`src/rtl/uart_dmi_bridge.sv`:
```
`default_nettype none
// +--------------------------------------------------------------------------+
// | uart_dmi_bridge: byte-framed UART command front end for a RISC-V DMI.    |
// | Optional frame checksum: define UART_DMI_BRIDGE_CHECKSUM_EN.             |
// | Revision: 1.0                                                            |
// +--------------------------------------------------------------------------+

module uart_dmi_bridge #(
  parameter int unsigned TIMEOUT_CYCLES = 1000000
) (
  input  logic        CLK_I,
  input  logic        RST_NI,
  input  logic        RX_EMPTY_I,
  output logic        RE_O,
  input  logic [7:0]  DREC_I,
  input  logic        TX_READY_I,
  output logic        WE_O,
  output logic [7:0]  DSEND_O,
  output logic        DMI_REQ_VALID_O,
  input  logic        DMI_REQ_READY_I,
  output logic [6:0]  DMI_REQ_ADDR_O,
  output logic [31:0] DMI_REQ_DATA_O,
  output logic [1:0]  DMI_REQ_OP_O,
  input  logic        DMI_RESP_VALID_I,
  output logic        DMI_RESP_READY_O,
  input  logic [31:0] DMI_RESP_DATA_I,
  input  logic [1:0]  DMI_RESP_OP_I
);

  typedef enum logic [2:0] {
    S_IDLE = 3'd0,
    S_ADDR = 3'd1,
    S_DATA = 3'd2,
`ifdef UART_DMI_BRIDGE_CHECKSUM_EN
    S_CHK  = 3'd3,
`endif
    S_REQ  = 3'd4,
    S_WAIT = 3'd5,
    S_SEND = 3'd6
  } state_t;

  localparam int unsigned    TO_W    = $clog2(TIMEOUT_CYCLES);
  localparam logic [TO_W-1:0] TO_LAST = TO_W'(TIMEOUT_CYCLES - 1);

  // Index of the final response byte; the checksum, when present, sits last.
`ifdef UART_DMI_BRIDGE_CHECKSUM_EN
  localparam state_t     PAYLOAD_DONE = S_CHK;
  localparam logic [2:0] RD_LAST      = 3'd5;
  localparam logic [2:0] WR_LAST      = 3'd1;
`else
  localparam state_t     PAYLOAD_DONE = S_REQ;
  localparam logic [2:0] RD_LAST      = 3'd4;
  localparam logic [2:0] WR_LAST      = 3'd0;
`endif

  state_t            state_q, state_d;
  logic [1:0]        rx_cnt_q, rx_cnt_d;
  logic [TO_W-1:0]   to_cnt_q, to_cnt_d;
  logic              req_valid_q, req_valid_d;
  logic [6:0]        req_addr_q, req_addr_d;
  logic [31:0]       req_data_q, req_data_d;
  logic [1:0]        req_op_q, req_op_d;
  logic [7:0]        status_q, status_d;
  logic [31:0]       rdata_q, rdata_d;
  logic [2:0]        tx_idx_q, tx_idx_d;
  logic [2:0]        tx_last_q, tx_last_d;
`ifdef UART_DMI_BRIDGE_CHECKSUM_EN
  logic [7:0]        rx_sum_q, rx_sum_d;
  logic              tx_sum_en_q, tx_sum_en_d;
`endif

  logic              w_rx_state;
  logic              w_pop;
  logic [7:0]        w_tx_byte;

  always_comb begin
    w_rx_state = 1'b0;
    case (state_q)
      S_IDLE, S_ADDR, S_DATA: w_rx_state = 1'b1;
`ifdef UART_DMI_BRIDGE_CHECKSUM_EN
      S_CHK:                  w_rx_state = 1'b1;
`endif
      default:                w_rx_state = 1'b0;
    endcase
  end

  assign w_pop = RST_NI && w_rx_state && !RX_EMPTY_I;

  always_comb begin
    state_d     = state_q;
    rx_cnt_d    = rx_cnt_q;
    to_cnt_d    = to_cnt_q;
    req_valid_d = req_valid_q;
    req_addr_d  = req_addr_q;
    req_data_d  = req_data_q;
    req_op_d    = req_op_q;
    status_d    = status_q;
    rdata_d     = rdata_q;
    tx_idx_d    = tx_idx_q;
    tx_last_d   = tx_last_q;
`ifdef UART_DMI_BRIDGE_CHECKSUM_EN
    rx_sum_d    = rx_sum_q;
    tx_sum_en_d = tx_sum_en_q;
`endif

    case (state_q)
      S_IDLE: begin
        if (w_pop) begin
          if (DREC_I == 8'h01 || DREC_I == 8'h02) begin
            // Command code doubles as the DMI op encoding.
            req_op_d   = DREC_I[1:0];
            req_data_d = 32'h0;
            state_d    = S_ADDR;
`ifdef UART_DMI_BRIDGE_CHECKSUM_EN
            rx_sum_d   = DREC_I;
`endif
          end else begin
            status_d  = 8'hFF;
            rdata_d   = 32'h0;
            tx_idx_d  = 3'd0;
            tx_last_d = 3'd0;
            state_d   = S_SEND;
`ifdef UART_DMI_BRIDGE_CHECKSUM_EN
            tx_sum_en_d = 1'b0;
`endif
          end
        end
      end
      S_ADDR: begin
        if (w_pop) begin
          req_addr_d = DREC_I[6:0];
          rx_cnt_d   = 2'd0;
          state_d    = req_op_q[1] ? S_DATA : PAYLOAD_DONE;
`ifdef UART_DMI_BRIDGE_CHECKSUM_EN
          rx_sum_d   = rx_sum_q ^ DREC_I;
`endif
        end
      end
      S_DATA: begin
        if (w_pop) begin
          req_data_d[8*rx_cnt_q +: 8] = DREC_I;
          rx_cnt_d = rx_cnt_q + 2'd1;
          if (rx_cnt_q == 2'd3) state_d = PAYLOAD_DONE;
`ifdef UART_DMI_BRIDGE_CHECKSUM_EN
          rx_sum_d = rx_sum_q ^ DREC_I;
`endif
        end
      end
`ifdef UART_DMI_BRIDGE_CHECKSUM_EN
      S_CHK: begin
        if (w_pop) begin
          if (DREC_I == rx_sum_q) begin
            state_d = S_REQ;
          end else begin
            status_d    = 8'hFE;
            rdata_d     = 32'h0;
            tx_idx_d    = 3'd0;
            tx_last_d   = 3'd0;
            tx_sum_en_d = 1'b0;
            state_d     = S_SEND;
          end
        end
      end
`endif
      S_REQ: begin
        if (!req_valid_q) begin
          req_valid_d = 1'b1;
        end else if (DMI_REQ_READY_I) begin
          req_valid_d = 1'b0;
          state_d     = S_WAIT;
        end
      end
      S_WAIT: begin
        if (DMI_RESP_VALID_I) begin
          status_d  = {6'b0, DMI_RESP_OP_I};
          rdata_d   = req_op_q[1] ? 32'h0 : DMI_RESP_DATA_I;
          tx_last_d = req_op_q[1] ? WR_LAST : RD_LAST;
          tx_idx_d  = 3'd0;
          state_d   = S_SEND;
`ifdef UART_DMI_BRIDGE_CHECKSUM_EN
          tx_sum_en_d = 1'b1;
`endif
        end
      end
      S_SEND: begin
        if (TX_READY_I) begin
          if (tx_idx_q == tx_last_q) begin
            tx_idx_d = 3'd0;
            state_d  = S_IDLE;
          end else begin
            tx_idx_d = tx_idx_q + 3'd1;
          end
        end
      end
      default: state_d = S_IDLE;
    endcase

    // Inter-byte timeout only runs while a frame is partially received.
    if (w_rx_state && state_q != S_IDLE) begin
      if (w_pop) begin
        to_cnt_d = '0;
      end else if (to_cnt_q == TO_LAST) begin
        to_cnt_d = '0;
        state_d  = S_IDLE;
      end else begin
        to_cnt_d = to_cnt_q + TO_W'(1);
      end
    end else begin
      to_cnt_d = '0;
    end
  end

  always_comb begin
    w_tx_byte = status_q;
    case (tx_idx_q)
      3'd1:    w_tx_byte = rdata_q[7:0];
      3'd2:    w_tx_byte = rdata_q[15:8];
      3'd3:    w_tx_byte = rdata_q[23:16];
      3'd4:    w_tx_byte = rdata_q[31:24];
      default: w_tx_byte = status_q;
    endcase
`ifdef UART_DMI_BRIDGE_CHECKSUM_EN
    // rdata_q is zero for writes, so the same XOR covers both response kinds.
    if (tx_sum_en_q && tx_idx_q == tx_last_q)
      w_tx_byte = status_q ^ rdata_q[7:0] ^ rdata_q[15:8] ^ rdata_q[23:16] ^ rdata_q[31:24];
`endif
  end

  always_ff @(posedge CLK_I) begin
    if (!RST_NI) begin
      state_q     <= S_IDLE;
      rx_cnt_q    <= 2'd0;
      to_cnt_q    <= '0;
      req_valid_q <= 1'b0;
      req_addr_q  <= 7'h0;
      req_data_q  <= 32'h0;
      req_op_q    <= 2'd0;
      status_q    <= 8'h0;
      rdata_q     <= 32'h0;
      tx_idx_q    <= 3'd0;
      tx_last_q   <= 3'd0;
`ifdef UART_DMI_BRIDGE_CHECKSUM_EN
      rx_sum_q    <= 8'h0;
      tx_sum_en_q <= 1'b0;
`endif
    end else begin
      state_q     <= state_d;
      rx_cnt_q    <= rx_cnt_d;
      to_cnt_q    <= to_cnt_d;
      req_valid_q <= req_valid_d;
      req_addr_q  <= req_addr_d;
      req_data_q  <= req_data_d;
      req_op_q    <= req_op_d;
      status_q    <= status_d;
      rdata_q     <= rdata_d;
      tx_idx_q    <= tx_idx_d;
      tx_last_q   <= tx_last_d;
`ifdef UART_DMI_BRIDGE_CHECKSUM_EN
      rx_sum_q    <= rx_sum_d;
      tx_sum_en_q <= tx_sum_en_d;
`endif
    end
  end

  assign RE_O             = w_pop;
  assign WE_O             = RST_NI && state_q == S_SEND && TX_READY_I;
  assign DSEND_O          = (RST_NI && state_q == S_SEND) ? w_tx_byte : 8'h00;
  assign DMI_REQ_VALID_O  = req_valid_q;
  assign DMI_REQ_ADDR_O   = req_addr_q;
  assign DMI_REQ_DATA_O   = req_data_q;
  assign DMI_REQ_OP_O     = req_op_q;
  assign DMI_RESP_READY_O = RST_NI && state_q == S_WAIT;

endmodule

`default_nettype wire

```
`config.mk`:
```
export PLATFORM = sky130hd
export DESIGN_NAME = uart_dmi_bridge
export DESIGN_NICKNAME = d
export VERILOG_FILES = /design/src/rtl/uart_dmi_bridge.sv
export SDC_FILE = /design/constraint.sdc
export NUM_CORES = 1
export LEC_CHECK = 0
export BUFFER_PORTS_ARGS = -buffer_cell sky130_fd_sc_hd__buf_2
export CORE_ASPECT_RATIO = 1.4
export CORE_MARGIN = 5
export CORE_UTILIZATION = 35
export CTS_CLUSTER_DIAMETER = 120
export DETAILED_ROUTE_END_ITERATION = 10
export PLACE_DENSITY = 0.54
export SYNTH_ARGS = -nofsm -noshare
export SYNTH_HDL_FRONTEND = slang
export SYNTH_SLANG_ARGS = --single-unit
export TNS_END_PERCENT = 5
```
`constraint.sdc`:
```
create_clock -name CLK_I -period 3.3 [get_ports CLK_I]
set_input_delay 0.825 -clock CLK_I [delete_from_list [all_inputs] [get_ports CLK_I]]
set_output_delay 0.825 -clock CLK_I [all_outputs]
set_load 0.01 [all_outputs]
```
# --- Word-level counts from Yosys, hierarchy flattened ---
# Index checks and enable logic that the tools add are counted.
word_totals:
  output_inout_bits: 53
  regBits: 113
  inputBits: 48
op_classes:
  addsub: 4
  n_mux: 46
  shifts: 2
  n_bitwise: 2
  reduce_logical: 22
  n_eq_ne: 21
ops:
  columns: ["operator", "n"]
  rows:
  - ["$mux 32", 7]
  - ["$pmux 32 s2", 2]
  - ["$mux 3", 21]
  - ["$neg 5->34", 1]
  - ["$shift 8x34->32 const A", 1]
  - ["$shiftx 8x34->32", 1]
  - ["$bwmux 32", 1]
  - ["$mux 8", 4]
  - ["$pmux 8 s4", 1]
  - ["$add 20x1->20 const B", 1]
  - ["$eq 20x20->1 const B", 1]
  - ["$pmux 3 s6", 1]
  - ["$pmux 8 s2", 1]
  - ["$ne 2x2->1 const B", 7]
  - ["$eq 3x3->1 const B", 4]
  - ["$eq 3x2->1 const B", 3]
  - ["$pmux 3 s3", 1]
  - ["$eq 8x1->1 const B", 1]
  - ["$eq 8x2->1 const B", 1]
  - ["$reduce_and 4->1", 2]
  - ["$eq 3x1->1 const B", 2]
  - ["$logic_and 1x1->1", 6]
  - ["$pmux 3 s2", 1]
  - ["$reduce_and 3->1", 2]
  - ["17 further kinds", 24]

# --- Depth between registers and ports, before layout ---
depth:
  ltp_word: 10
  depth_mapped: 9

# --- Least setup slack after synthesis ---
# Ideal clock, no wire load.
synth_path:
  path_kind: "register to output"
  startpoint: "register tx_idx_q[2]"
  endpoint: "output port DSEND_O[2]"
  path_stages_with_launch: 9
  t_required_ns: 2.475
  path_buffers: 3
  arrival_time_ns: 2.094
  path_slack_ns: 0.381
  path_cell_list: "dfxtp_1 -> clkbuf_1 -> clkbuf_1 -> inv_1 -> ha_1 -> buf_1 -> o21bai_1 -> o21ai_0 -> a21oi_1"
synth_via:
  elab_chain_cells: 3
  word_cells_on_any_way: 6
synth_rtl:
  columns: ["element", "line_no", "rtl"]
  rows:
  - ["start: declaration", "65", "logic [2:0] tx_idx_q, tx_idx_d;"]
  - ["start signal: assignment", "256", "tx_idx_q <= tx_idx_d;"]
  - ["$eq 3x3->1, or another cell as far along", "215", "case (tx_idx_q)"]
  - ["$pmux 8 s4 *", "215", null]
  - ["$mux 8 *", "267", "assign DSEND_O = (RST_NI && state_q == S_SEND) ? w_tx_byte : 8'h00;"]
  - ["end: declaration", "18", "output logic [7:0] DSEND_O,"]
# Every way passes the cells marked *; elsewhere a longest branch is shown, timed or not.

# --- Final worst setup path ---
layout_path:
  startpoint: "register tx_idx_q[1]"
  endpoint: "output port DSEND_O[4]"
# The elaborated chain is that of the path after synthesis.

==> impl_metrics.py <==
metrics = {
    "run_status": {
        "outcome": "completed",
    },
    "logic_synthesis": {
        "synth_most_common_cell": "dfxtp_1",
        "ys_seq_elements": 106,
        "ys_types": 54,
        "synth_largest_area_cell": "dfxtp_1",
        "async_flop_share": 0,
        "synth_edf_count": 0,
        "yosysTopAreaCellShare": 0.4460,
        "yosysWarningCount": 0,
        "netlist_area_um2": 4758,
        "syn_inst": 533,
        "synthTopCellsByArea": "dfxtp_1 45%, a22oi_1 6.5%, nor2b_1 5.3%",
        "ys_seq_area_frac": 0.4460,
        "synth_common_cells": "106 x dfxtp_1, 50 x nand2_1, 41 x a22oi_1, 40 x nor2b_1, 33 x nand3_1",
        "syn_nets": 591,
        "avgSynthCellArea_um2": 8.927,
        "ys.flop_type": "dfxtp_1",
    },
    "global_route": {
        "grt_pass1_vias": 4225,
        "grt_pass1_wl_um": 21460,
        "track_usage": 0.1674,
        "overflow": 0,
        "grt_max_degree": 46,
        "antenna_found_initial": 1,
    },
    "clocking": {
        "root_buffer": "clkbuf_16",
        "insertion_delay_ns": 0.34,
        "cts.repair.resized": 0,
        "cts_buffer_depth": 2,
        "cts_tree": "built",
        "cts-buffers-inserted": 9,
        "cts.sinks": 106,
        "ctsHoldBuffers": 0,
        "clk_pin_slew_worst_paths_ns": 0.06,
        "post_cts_buffers": 0,
        "h-tree-depth": 3,
    },
    "place": {
        "post-place-ws_ns": 0.4602,
        "io_buffer_count": 100,
        "place_inst": 786,
        "dpl.hpwl_um": 9682,
        "globalplace.congestion": 0.8334,
    },
    "timing": {
        "fin_crit_ns": 3.082,
        "slew_headroom": 0.5037,
        "hold_violations": 0,
        "slew_viol_final": 0,
        "worst_slew_pin_slew_ns": 0.7387,
        "max_freq_mhz": 324.4,
        "holdWs_ns": 0.4480,
        "fin_crit_sh": 0.9340,
        "clock-skew-final_ns": 0.005558,
        "tns_ns": 0,
        "setup_slack_ns": 0.2178,
        "rsz0062_at_grt": "no",
        "setup_viol": 0,
    },
    "critical_path": {
        "crit_type": "flop to output pin",
        "crit_fanout": 11,
        "crit_required_ns": 2.47,
        "cp_slowest_stage_delay_ns": 0.41,
        "crit_path_end_kind": "output pin",
        "worstPathArrival_ns": 2.26,
        "crit_path_start_kind": "flop",
        "worstPathCellList": "inv_1 -> ha_1 -> nor2b_1 -> o21bai_2 -> o21ai_0 -> buf_4 -> a21oi_1 -> buf_2",
        "cpMaxStageDelayCell": "ha_1",
    },
    "layout": {
        "area_delta_synth_final_pct": 19.25,
        "drive_gt1_frac": 0.2181,
        "multi_input_area_um2": 2425,
        "fin_nets": 673,
        "instances_no_fill": 802,
        "regArea_um2": 2123,
        "n_fill_cell": 1402,
    },
    "die": {
        "die_area_um2": 16060,
        "row_count": 50,
        "die_x_um": 108.5,
        "die_h_um": 148.0,
        "start_util": 0.3554,
        "ioPinCount": 101,
        "core_area_um2": 13390,
    },
    "power_and_ir_drop": {
        "power.density_nw_per_um2": 450.8,
        "ir_drop_uv": 238.9,
        "leakage_uw": 0.002211,
    },
    "drt": {
        "drtIter0Drc": 165,
        "viasPerCell": 5.243,
        "vias": 4205,
        "post_drt_wl_per_cell_um": 16.38,
        "drt_pass1_iterations": 5,
        "antenna_left": 0,
        "remaining_drc_errors": 0,
        "wl_um": 13140,
    },
    "run": {
        "max_cap_violations": 0,
    },
    "min_path": {
        "hold_path_class": "flop to flop",
    },
}
report_power, final:
group / total [uW] / leakage [uW] / switching, uW / internal, uW
registers: 1310 / 0.000855 / 14.0 / 1290
clock network: 1050 / 0.000142 / 442 / 603
logic: 208 / 0.00121 / 132 / 75.3
total: 2560 / 0.00221 / 589 / 1970
layer usage:
layer,global-route usage,up-vias,share of wire
li1,-,2054,-
met1,0.2005,1977,0.40
met2,0.2921,150,0.51
met3,0.03757,24,0.065
met4,0.05622,0,0.024
met5,0,-,0
cell type report:
cell class / instances / area share
clock inverter: 3 / 0.007056
sequential: 106 / 0.3742
timing repair buffer: 107 / 0.09746
multi-input combinational: 376 / 0.4273
tap: 182 / 0.04013
clock buffer: 12 / 0.04344
inverter: 15 / 0.009923
antenna: 1 / 0.0004410
kinds of logic (layout without fill, tap and decap cells):
family	after synthesis	count (layout)	synth area share
and+or+nand+nor	201	201	0.2314
muxes	2	2	0.004207
adders and majority gates	10	10	0.02630
xor gates and xnor gates	20	20	0.03681
other	0	1	0
buffers and inverters	51	137	0.04575
DFF	106	106	0.4460
AOI/OAI and AO/OA	143	143	0.2096
layout by cell type (no fill, tap or decap), types with 2 or more instances in the layout:
| master | Yosys | final |
|---|---|---|
| clkbuf_16 | 0 | 9 |
| nor2b_1 | 40 | 40 |
| and4_1 | 4 | 4 |
| clkinv_2 | 0 | 2 |
| a22o_1 | 16 | 16 |
| inv_1 | 15 | 15 |
| nor2_1 | 31 | 30 |
| nand3b_1 | 2 | 2 |
| buf_2 | 7 | 100 |
| a32oi_1 | 2 | 2 |
| or2_2 | 2 | 2 |
| a21boi_0 | 13 | 13 |
| ha_1 | 10 | 10 |
| dfxtp_1 | 106 | 105 |
| o22ai_1 | 4 | 4 |
| xnor2_1 | 8 | 8 |
| nand2_1 | 50 | 50 |
| nor3_1 | 6 | 6 |
| nor4b_1 | 2 | 2 |
| a31oi_1 | 3 | 3 |
| a21boi_1 | 3 | 3 |
| mux2i_1 | 2 | 2 |
| a22oi_1 | 41 | 41 |
| a21o_1 | 2 | 2 |
| clkbuf_1 | 24 | 2 |
| nand4_1 | 6 | 6 |
| o21ai_0 | 21 | 21 |
| nand3_1 | 33 | 33 |
| buf_4 | 0 | 7 |
| and2_1 | 2 | 2 |
| nand4b_1 | 2 | 2 |
| xor2_1 | 12 | 12 |
| a21oi_1 | 28 | 28 |
| a41oi_1 | 2 | 2 |
| and3_1 | 10 | 10 |
state kept, by name, indices dropped and copies added (netlist names):
signal           flops
DMI_REQ_DATA_O      32
rdata_q             32
to_cnt_q            20
DMI_REQ_ADDR_O       7
state_q              3
status_q             3
tx_idx_q             3
DMI_REQ_OP_O         2
rx_cnt_q             2
DMI_REQ_VALID_O      1
tx_last_q            1
critical path, delay by kind of cell, from the launching register on:
family	cells	cell delay (ns)
AO/OA/AOI/OAI	3	0.59
buffers and inverters	3	0.45
adder cells (fa/ha/maj)	1	0.41
flip-flops	1	0.36
AND/OR/NAND/NOR	1	0.11
stage by stage:
| step | area [um2] | power [uW] | util |
|---|---|---|---|
| 3_5_place_dp | 5380 | 1543 | 0.4019 |
| 5_1_grt | 5674 | 2673 | 0.4238 |
| 2_1_floorplan | 4758 | 1465 | - |
| 4_1_cts | 5667 | 2593 | 0.4233 |
| 3_3_place_gp | 5380 | 1542 | 0.4019 |
| 6_report | 5674 | 2558 | 0.4238 |
final timing paths:
path	startpoint	endpoint	slack (ns)	depth (start not counted)
worst max register to register	rx_cnt_q[0]	DMI_REQ_DATA_O[13]	1.05	5
worst min-delay path	DMI_REQ_DATA_O[3]	DMI_REQ_DATA_O[3]	0.45	2
worst max-delay path	tx_idx_q[1]	DSEND_O[4]	0.22	8
worst min register to register	DMI_REQ_DATA_O[3]	DMI_REQ_DATA_O[3]	0.45	2
No activity file was read; power rests on OpenSTA's default activity.
